<file path="src/rtl/urv_writeback_pkg.sv">
// rtl/urv_writeback_pkg.sv - shared encodings and types for the writeback stage
package urv_writeback_pkg;

    localparam logic [1:0] SRC_ALU  = 2'd0;
    localparam logic [1:0] SRC_MUL  = 2'd1;
    localparam logic [1:0] SRC_LOAD = 2'd2;

    localparam logic [2:0] FUN_LB  = 3'b000;
    localparam logic [2:0] FUN_LH  = 3'b001;
    localparam logic [2:0] FUN_LW  = 3'b010;
    localparam logic [2:0] FUN_LBU = 3'b100;
    localparam logic [2:0] FUN_LHU = 3'b101;

    localparam int TMO_W = 10;

    typedef enum logic {
        W_IDLE      = 1'b0,
        W_LOAD_WAIT = 1'b1
    } w_state_e;

    typedef struct packed {
        logic        valid;
        logic        rd_write;
        logic [4:0]  rd;
        logic [1:0]  src;
        logic [31:0] value;
        logic [2:0]  fun;
        logic [1:0]  addr;
    } w_reg_t;

endpackage

</file>
<file path="src/rtl/urv_load_align.sv">
// rtl/urv_load_align.sv - combinational load data extraction and extension
module urv_load_align
    import urv_writeback_pkg::*;
(
    input  logic [31:0] data_i,
    input  logic [2:0]  fun_i,
    input  logic [1:0]  addr_i,
    output logic [31:0] data_o
);

    logic [7:0]  byte_sel;
    logic [15:0] half_sel;

    always_comb begin
        byte_sel = 8'h00;
        case (addr_i)
            2'd0:    byte_sel = data_i[7:0];
            2'd1:    byte_sel = data_i[15:8];
            2'd2:    byte_sel = data_i[23:16];
            default: byte_sel = data_i[31:24];
        endcase
        // misaligned halves fall back to the half selected by addr[1]
        half_sel = addr_i[1] ? data_i[31:16] : data_i[15:0];

        data_o = data_i;
        case (fun_i)
            FUN_LB:  data_o = {{24{byte_sel[7]}}, byte_sel};
            FUN_LH:  data_o = {{16{half_sel[15]}}, half_sel};
            FUN_LW:  data_o = data_i;
            FUN_LBU: data_o = {24'h0, byte_sel};
            FUN_LHU: data_o = {16'h0, half_sel};
            default: data_o = data_i;
        endcase
    end

endmodule

</file>
<file path="src/rtl/urv_writeback.sv">
// rtl/urv_writeback.sv - W stage: result select, load wait with timeout, regfile write
module urv_writeback
    import urv_writeback_pkg::*;
#(
    parameter int g_load_timeout = 255
) (
    input  logic        clk_i,
    input  logic        rst_n_i,
    input  logic        x_valid_i,
    input  logic        x_rd_write_i,
    input  logic [4:0]  x_rd_i,
    input  logic [1:0]  x_rd_source_i,
    input  logic [31:0] x_rd_value_i,
    input  logic [2:0]  x_fun_i,
    input  logic [1:0]  x_dm_addr_i,
    input  logic [31:0] w_mul_result_i,
    input  logic [31:0] dm_data_l_i,
    input  logic        dm_load_done_i,
    output logic        w_stall_req_o,
    output logic        rf_write_o,
    output logic [4:0]  rf_index_o,
    output logic [31:0] rf_data_o,
    output logic        w_load_timeout_o
);

    localparam logic [TMO_W-1:0] TMO_LAST = TMO_W'(g_load_timeout - 1);

    w_reg_t           w_q, w_d;
    w_state_e         state_q, state_d;
    logic [TMO_W-1:0] cnt_q, cnt_d;

    logic [31:0] load_data;
    logic        w_is_load;
    logic        load_done;
    logic        load_tmo;
    logic        data_ready;
    logic        wr_en;

    urv_load_align u_align (
        .data_i (dm_data_l_i),
        .fun_i  (w_q.fun),
        .addr_i (w_q.addr),
        .data_o (load_data)
    );

    always_comb begin
        w_is_load  = w_q.valid && (w_q.src == SRC_LOAD);
        load_done  = w_is_load && dm_load_done_i;
        load_tmo   = w_is_load && !dm_load_done_i &&
                     (state_q == W_LOAD_WAIT) && (cnt_q == TMO_LAST);
        // the timeout cycle releases the stall so the pipeline drains
        w_stall_req_o = w_is_load && !dm_load_done_i && !load_tmo;
        data_ready = !w_is_load || load_done || load_tmo;
        wr_en      = w_q.valid && w_q.rd_write && (w_q.rd != 5'd0) && data_ready;

        rf_write_o       = wr_en;
        rf_index_o       = wr_en ? w_q.rd : 5'd0;
        w_load_timeout_o = load_tmo;
        rf_data_o        = 32'h0;
        if (wr_en) begin
            case (w_q.src)
                SRC_MUL:  rf_data_o = w_mul_result_i;
                SRC_LOAD: rf_data_o = load_tmo ? 32'h0 : load_data;
                default:  rf_data_o = w_q.value;
            endcase
        end
    end

    always_comb begin
        w_d = w_q;
        if (!w_stall_req_o) begin
            w_d.valid    = x_valid_i;
            w_d.rd_write = x_rd_write_i;
            w_d.rd       = x_rd_i;
            w_d.src      = x_rd_source_i;
            w_d.value    = x_rd_value_i;
            w_d.fun      = x_fun_i;
            w_d.addr     = x_dm_addr_i;
        end
    end

    always_comb begin
        state_d = state_q;
        cnt_d   = cnt_q;
        case (state_q)
            W_IDLE: begin
                if (w_stall_req_o) begin
                    state_d = W_LOAD_WAIT;
                    cnt_d   = '0;
                end
            end
            default: begin
                if (!w_stall_req_o) begin
                    state_d = W_IDLE;
                end else begin
                    cnt_d = cnt_q + 1'b1;
                end
            end
        endcase
    end

    always_ff @(posedge clk_i or negedge rst_n_i) begin
        if (!rst_n_i) begin
            w_q     <= '0;
            state_q <= W_IDLE;
            cnt_q   <= '0;
        end else begin
            w_q     <= w_d;
            state_q <= state_d;
            cnt_q   <= cnt_d;
        end
    end

endmodule

</file>
<file path="config.mk">
export PLATFORM = sky130hd
export DESIGN_NAME = urv_writeback
export DESIGN_NICKNAME = d
export VERILOG_FILES = /design/src/rtl/urv_writeback_pkg.sv /design/src/rtl/urv_load_align.sv /design/src/rtl/urv_writeback.sv
export SDC_FILE = /design/constraint.sdc
export NUM_CORES = 1
export LEC_CHECK = 0
export BUFFER_PORTS_ARGS = -buffer_cell sky130_fd_sc_hd__buf_4
export CAP_MARGIN = 20
export CORE_ASPECT_RATIO = 2
export CORE_MARGIN = 5
export CORE_UTILIZATION = 35
export CTS_BUF_LIST = sky130_fd_sc_hd__clkbuf_2
export CTS_CLUSTER_DIAMETER = 80
export DETAILED_ROUTE_END_ITERATION = 6
export GPL_TIMING_DRIVEN = 0
export SETUP_SLACK_MARGIN = 0.4
export SYNTH_ARGS = -nofsm -noshare
export SYNTH_HDL_FRONTEND = slang
export SYNTH_SLANG_ARGS = --single-unit
</file>
<file path="constraint.sdc">
create_clock -name clk_i -period 3 [get_ports clk_i]
set_clock_uncertainty 0.1 [all_clocks]
set_input_delay 0.3 -clock clk_i [delete_from_list [all_inputs] [get_ports clk_i]]
set_output_delay 0.3 -clock clk_i [all_outputs]
set_load 0.03 [all_outputs]
</file>
==> impl_metrics.csv, run 1 <==
group,metric,value,unit
status,status,"complete, but fails checks",
status,failed_checks,"negative setup slack",
global_routing,grt_use_total,0.2572,
final_layout,syn_to_final_growth,83.05,%
floorplan,die_area,0.01287,mm²
sta,rsz0062_at_grt,"yes",
setup_path,reg2reg_slack,500,ps
route,dr_wl_met3,856,µm
setup_path,worstReg2RegEnd,"w_q[1]",
floorplan,die_h,155.5,µm
final_layout,drive_gt1_frac,0.4560,
route,met2_length,8.829,mm
global_routing,grt_pass1_vias,4614,
floorplan,num_rows,53,
route,first_iter_violations,268,
synth,ys.flop_type,"dfrtp_1",
final_layout,layout_commonest_cell,"buf_4",
synth,async_reset_ff_frac,1.000,
setup_path,startpoint_type,"flip-flop",
synth,synthDistinctLibCells,53,
worst_hold_path,min_path_type,"in -> async",
synth,syn_nets,552,
power,power_density,353.9,mW/mm²
floorplan,start_util,0.3537,
place,port_buffers,152,
sta,finalCritPeriodShare,1.045,
route,met1_length,5.789,mm
route,drt-vias-per-instance,5.343,
synth,yosysWarnings,0,
final_layout,stdcell_area,0.006784,mm²
setup_path,timing.rr.start,"cnt_q[0]",
route,drt_wl_total,16.26,mm
final_layout,layout_common_cells,"buf_4, nand2_1, dfrtp_1",
global_routing,grt_pass1_wl,24.46,mm
global_routing,grt_overflow_total,0,
final_layout,instances_no_fill,820,
cts,numCtsBuffers,9,
cts,htreeDepth,3,
place,hpwlAfterDp,11.74,mm
route,antenna_left,0,
route,num_vias,4381,
flow_run,drv_cap,0,
sta,drv_slew,0,
setup_path,required,2600,ps
route,drc,0,
global_routing,grt_max_degree,58,
floorplan,die_w,82.76,µm
sta,hold_viol,0,
sta,relSlewSlack,0.4732,
synth,synth-seq-cells,57,
sta,setup_tns,-1787,ps
cts,clk_pin_slew_worst_paths,180,ps
synth,synth_edf_count,0,
global_routing,antenna_found_initial,1,
route,dr.pass1.iters,5,
cts,root_buffer,"clkbuf_2",
setup_path,critPathMaxFanout,5,
final_layout,fin_nets,795,
synth,syn_area,0.003706,mm²
setup_path,worstPathArrival,2740,ps
setup_path,critPathKind,"reg -> out",
synth,synth-seq-area-share,0.3849,
place,gp_congestion,0.9338,
power,peakVddDrop,0.2647,mV
route,route.top_layer_used,"met4",
sta,setup_violations,26,
cts,clock-sinks,57,
sta,max_freq,318.9,MHz
setup_path,rr_worst_depth,13,
sta,tightestPinTransition,790.2,ps
cts,clockBufferDepth,2,
sta,setup_slack,-136.3,ps
floorplan,io_pins,153,
power,p_leak,3.174,nW
setup_path,crit_path_end_kind,"output pin",
route,wl_per_cell,19.83,µm
synth,synth_cells,435,
synth,avgSynthCellArea,8.520,µm²
cts,clk_latency,540,ps
place,dp_cells,724,
sta,post-route-min-period,3136,ps
floorplan,fp.coreArea,0.01048,mm²
cts,tritoncts,"yes",
place,place_area,0.005129,mm²
-- worst max path at each step --
stage | from | to | slack, ps | cells past startpoint
after detailed placement | cnt_q[0] | rf_data_o[18] | 20 | 9
after floorplan | cnt_q[0] | rf_data_o[16] | 210 | 8
after global routing | cnt_q[0] | rf_data_o[24] | -250 | 9
final | cnt_q[0] | rf_data_o[24] | -140 | 9
after CTS | cnt_q[0] | rf_data_o[17] | -120 | 9
after global placement | cnt_q[0] | rf_data_o[18] | 70 | 9
-- power by group --
part | switching [W] | leakage, nW | internal (W)
Combinational | 0.000567 | 2.42 | 0.000479
Clock | 0.000300 | 0.0666 | 0.000183
Sequential | 0.0000463 | 0.686 | 0.000826
Total | 0.000913 | 3.17 | 0.00149
-- routing by layer --
metal / up-vias / track usage
met5: - / 0
met4: 0 / 0.1387
met3: 51 / 0.04345
met2: 180 / 0.4602
met1: 2093 / 0.2766
li1: 2057 / -
-- synthesized netlist by cell type (9+ instances only) --
cell type / instances / share of area
a21o_1: 9 / 0.018
a21oi_1: 21 / 0.028
a221oi_1: 34 / 0.080
a221oi_2: 11 / 0.045
buf_2: 12 / 0.016
clkbuf_1: 19 / 0.019
dfrtp_1: 57 / 0.38
inv_1: 36 / 0.036
nand2_1: 91 / 0.092
nor2_1: 18 / 0.018
nor3_1: 10 / 0.014
o21ai_0: 35 / 0.047
-- worst max-delay path, cell delays in order (launching register included) --
cell	delay, ps
dfrtp_1	420
inv_1	60
ha_2	190
nand4bb_4	190
nor4_4	450
nor2_4	140
buf_12	170
a221oi_4	280
a221oi_2	90
buf_4	210
-- kinds of logic (layout without fill, tap and decap cells) --
group | count (synthesis) | after routing | share of synthesized area
other | 0 | 1 | 0
flip-flops | 57 | 57 | 0.3849
buffers and inverters | 75 | 322 | 0.08508
multiplexers | 11 | 11 | 0.03410
AND/OR/NAND/NOR | 149 | 149 | 0.1857
AO/OA/AOI/OAI | 139 | 139 | 0.2968
adder cells (fa/ha/maj) | 4 | 4 | 0.01350
-- registers in the layout, indices dropped and copies added (netlist names) --
name and count:
w_q 46, cnt_q 10, state_q 1
-- what timing repair did --
| item | 4_1_cts | 5_1_grt |
|---|---|---|
| setup buffers | 20 | 10 |
| endpoints found under the setup margin | 40 | 40 |
| gates cloned | 3 | 0 |
| gates resized for setup | 134 | 26 |
| hold endpoints to repair | 103 | 0 |
| pin swaps | 21 | 25 |
| hold buffers | 47 | 0 |
-- through the flow --
step	setup slack, ps	utilization	power [W]	hold WS, ps
2_1_floorplan	207.3	-	0.001300	-95.59
3_3_place_gp	67.37	0.4895	0.001613	319.3
3_5_place_dp	20.40	0.4895	0.001620	321.1
4_1_cts	-123.6	0.6279	0.002358	264.2
5_1_grt	-253.0	0.6475	0.002515	305.3
6_report	-136.3	0.6475	0.002401	268.8
-- final cells by class --
class | instances | area (µm²)
well taps | 137 | 171.4
inverters | 39 | 163.9
clock buffers | 10 | 50.05
flip-flops and latches | 57 | 1426
plain buffers | 36 | 300.3
fillers | 873 | 3694
diodes | 1 | 2.502
multi-input cells | 303 | 2587
clock inverters | 5 | 47.55
repair buffers | 232 | 2034
(Power assumes the default switching activity.)
==> run 2, diff against run 1 <==
ABC_AREA = 1   (was default)
clock period = 4 ns   (was 3 ns; I/O delays follow)
==> impl_metrics.csv, run 2 <==
group,metric,value,unit
status,status,"completed",
synth,ys.flop_type,"dfrtp_1",
setup_path,critPathMaxFanout,10,
route,wl_per_cell,16.32,µm
floorplan,io_pins,153,
cts,tritoncts,"yes",
setup_path,worstPathArrival,2740,ps
flow_run,drv_cap,0,
final_layout,fin_nets,963,
synth,synth_edf_count,0,
global_routing,grt_pass1_vias,5208,
global_routing,grt_use_total,0.2251,
floorplan,die_area,0.01435,mm²
sta,max_freq,309.0,MHz
global_routing,grt_pass1_wl,25.24,mm
cts,htreeDepth,3,
floorplan,die_h,164.5,µm
floorplan,die_w,87.26,µm
final_layout,drive_gt1_frac,0.2573,
cts,clock-sinks,57,
route,first_iter_violations,383,
synth,synth-seq-area-share,0.3414,
final_layout,layout_commonest_cell,"nand2_1",
floorplan,start_util,0.3570,
synth,synth-seq-cells,57,
route,drc,0,
place,gp_congestion,0.8954,
route,drt_wl_total,16.27,mm
worst_hold_path,min_path_type,"in -> reg",
power,p_leak,3.126,nW
final_layout,largest_reg_flops,46,
route,drt-vias-per-instance,5.123,
global_routing,grt_max_degree,58,
floorplan,fp.coreArea,0.01170,mm²
sta,post-route-min-period,3236,ps
sta,setup_tns,0,ps
final_layout,top_register,"w_q",
route,antenna_left,0,
synth,synth.area.top_cells,"dfrtp_1, nand2_1, nand3_1",
global_routing,grt_overflow_total,0,
sta,setup_violations,0,
route,num_vias,5108,
sta,relSlewSlack,0.4825,
cts,clockBufferDepth,2,
sta,hold_viol,0,
sta,tightestPinTransition,776.3,ps
synth,yosys.area.top_type,"dfrtp_1",
sta,drv_slew,0,
synth,yosysTopAreaCellShare,0.3414,
synth,async_reset_ff_frac,1.000,
final_layout,syn_to_final_growth,45.91,%
place,hpwlAfterDp,12.66,mm
cts,cts.repair.resized,0,
final_layout,layout_common_cells,"nand2_1, buf_4, nand3_1",
route,dr.pass1.iters,7,
global_routing,antenna_found_initial,1,
sta,rsz0062_at_grt,"no",
cts,clk_pin_slew_worst_paths,200,ps
cts,clk_latency,530,ps
power,power_density,276.1,mW/mm²
setup_path,required,3500,ps
synth,avgSynthCellArea,6.569,µm²
synth,syn_area,0.004178,mm²
setup_path,startpoint_type,"flip-flop",
synth,yosysWarnings,0,
sta,finalCritPeriodShare,0.8091,
synth,syn_nets,753,
synth,synthDistinctLibCells,31,
cts,numCtsBuffers,9,
synth,synth_cells,636,
final_layout,reg.largest.list,"w_q: 46 flops, cnt_q: 10 flops, state_q: 1 flops",
place,port_buffers,152,
power,peakVddDrop,0.1520,mV
setup_path,crit_path_end_kind,"output pin",
synth,yosysMostFrequentCell,"nand2_1",
setup_path,critPathKind,"reg -> out",
synth,synth_common_cells,"nand2_1, nand3_1, inv_1",
floorplan,num_rows,56,
sta,hold_slack,225.7,ps
final_layout,nFillCells,1188,
cts,root_buffer,"clkbuf_2",
## run 2: changes by cell type after synthesis, sizes merged, moves of 9 or more
cell    delta
a21oi     +48
a21o       -9
nand2     +74
nor2      +19
o21ai     +26
inv       +34
nand4     +12
nor3       -9
or2       +15
a221oi    -45
nand3     +79
## run 2: repair_timing
item / 4_1_cts / 5_1_grt
setup buffers: 0 / 0
hold buffers: 46 / 1
hold endpoints to repair: 102 / 1
## run 2: power by group
group	internal (W)	switching [W]
sequential	0.000618	0.0000247
clock	0.000150	0.000260
combinational	0.000263	0.000368
## run 2: stage by stage
step / cells / power (W) / util / worst slack [ps] / instance area (µm²)
3_5_place_dp: 933 / 0.001246 / 0.4701 / 1366 / 5500
5_1_grt: 997 / 0.001786 / 0.5210 / 540.3 / 6096
6_report: 997 / 0.001683 / 0.5210 / 763.7 / 6096
3_3_place_gp: 933 / 0.001238 / 0.4701 / 1398 / 5500
4_1_cts: 995 / 0.001691 / 0.5199 / 730.3 / 6083
2_1_floorplan: 636 / 0.0009983 / - / 1626 / 4178
## run 2: worst max-delay path, stage by stage (launching register included)
cell	delay, ps
dfrtp_1	430
inv_1	80
ha_1	200
nand2_1	80
nor2_2	240
nand4_4	230
nand2_4	200
buf_6	180
nand3_1	110
a21oi_1	250
buf_4	210
## run 2: final cells by class
| type | count | area [µm²] | share of cell area |
|---|---|---|---|
| Antenna cell | 1 | 2.502 | 0.0004105 |
| Buffer | 41 | 244.0 | 0.04002 |
| Clock buffer | 9 | 45.04 | 0.007389 |
| Clock inverter | 7 | 77.57 | 0.01273 |
| Inverter | 72 | 270.3 | 0.04433 |
| Multi-Input combinational cell | 466 | 2237 | 0.3670 |
| Sequential cell | 57 | 1426 | 0.2340 |
| Tap cell | 145 | 181.4 | 0.02976 |
| Timing Repair Buffer | 199 | 1612 | 0.2644 |
## run 2: metal layers
layer	global-route usage	up-vias	wire length (µm)
met5	0	-	0
met4	0.09567	0	571
met3	0.03545	37	950
met2	0.4073	219	8741
met1	0.2545	2364	6010
li1	-	2488	-
## run 2: path summary, 6_finish.rpt
check,start,end,slack (ps),cells past startpoint
setup reg to reg,w_q[37],w_q[12],1800,8
hold / removal,dm_load_done_i,state_q,230,4
setup / recovery,w_q[37],rf_data_o[1],760,10
max in group asynchronous,rst_n_i,w_q[21],2900,2
hold reg to reg,w_q[44],w_q[44],410,2
min in group asynchronous,rst_n_i,w_q[41],350,2
## run 2: logic make-up (layout without fill, tap and decap cells)
| logic type | count (synthesis) | after routing | synth area share |
|---|---|---|---|
| simple gates | 328 | 328 | 0.3600 |
| compound gates | 133 | 133 | 0.1614 |
| buf+inv | 113 | 328 | 0.1231 |
| flops | 57 | 57 | 0.3414 |
| fa+ha+maj | 4 | 4 | 0.01198 |
| xor+xnor | 1 | 1 | 0.002097 |
| other cells | 0 | 1 | 0 |
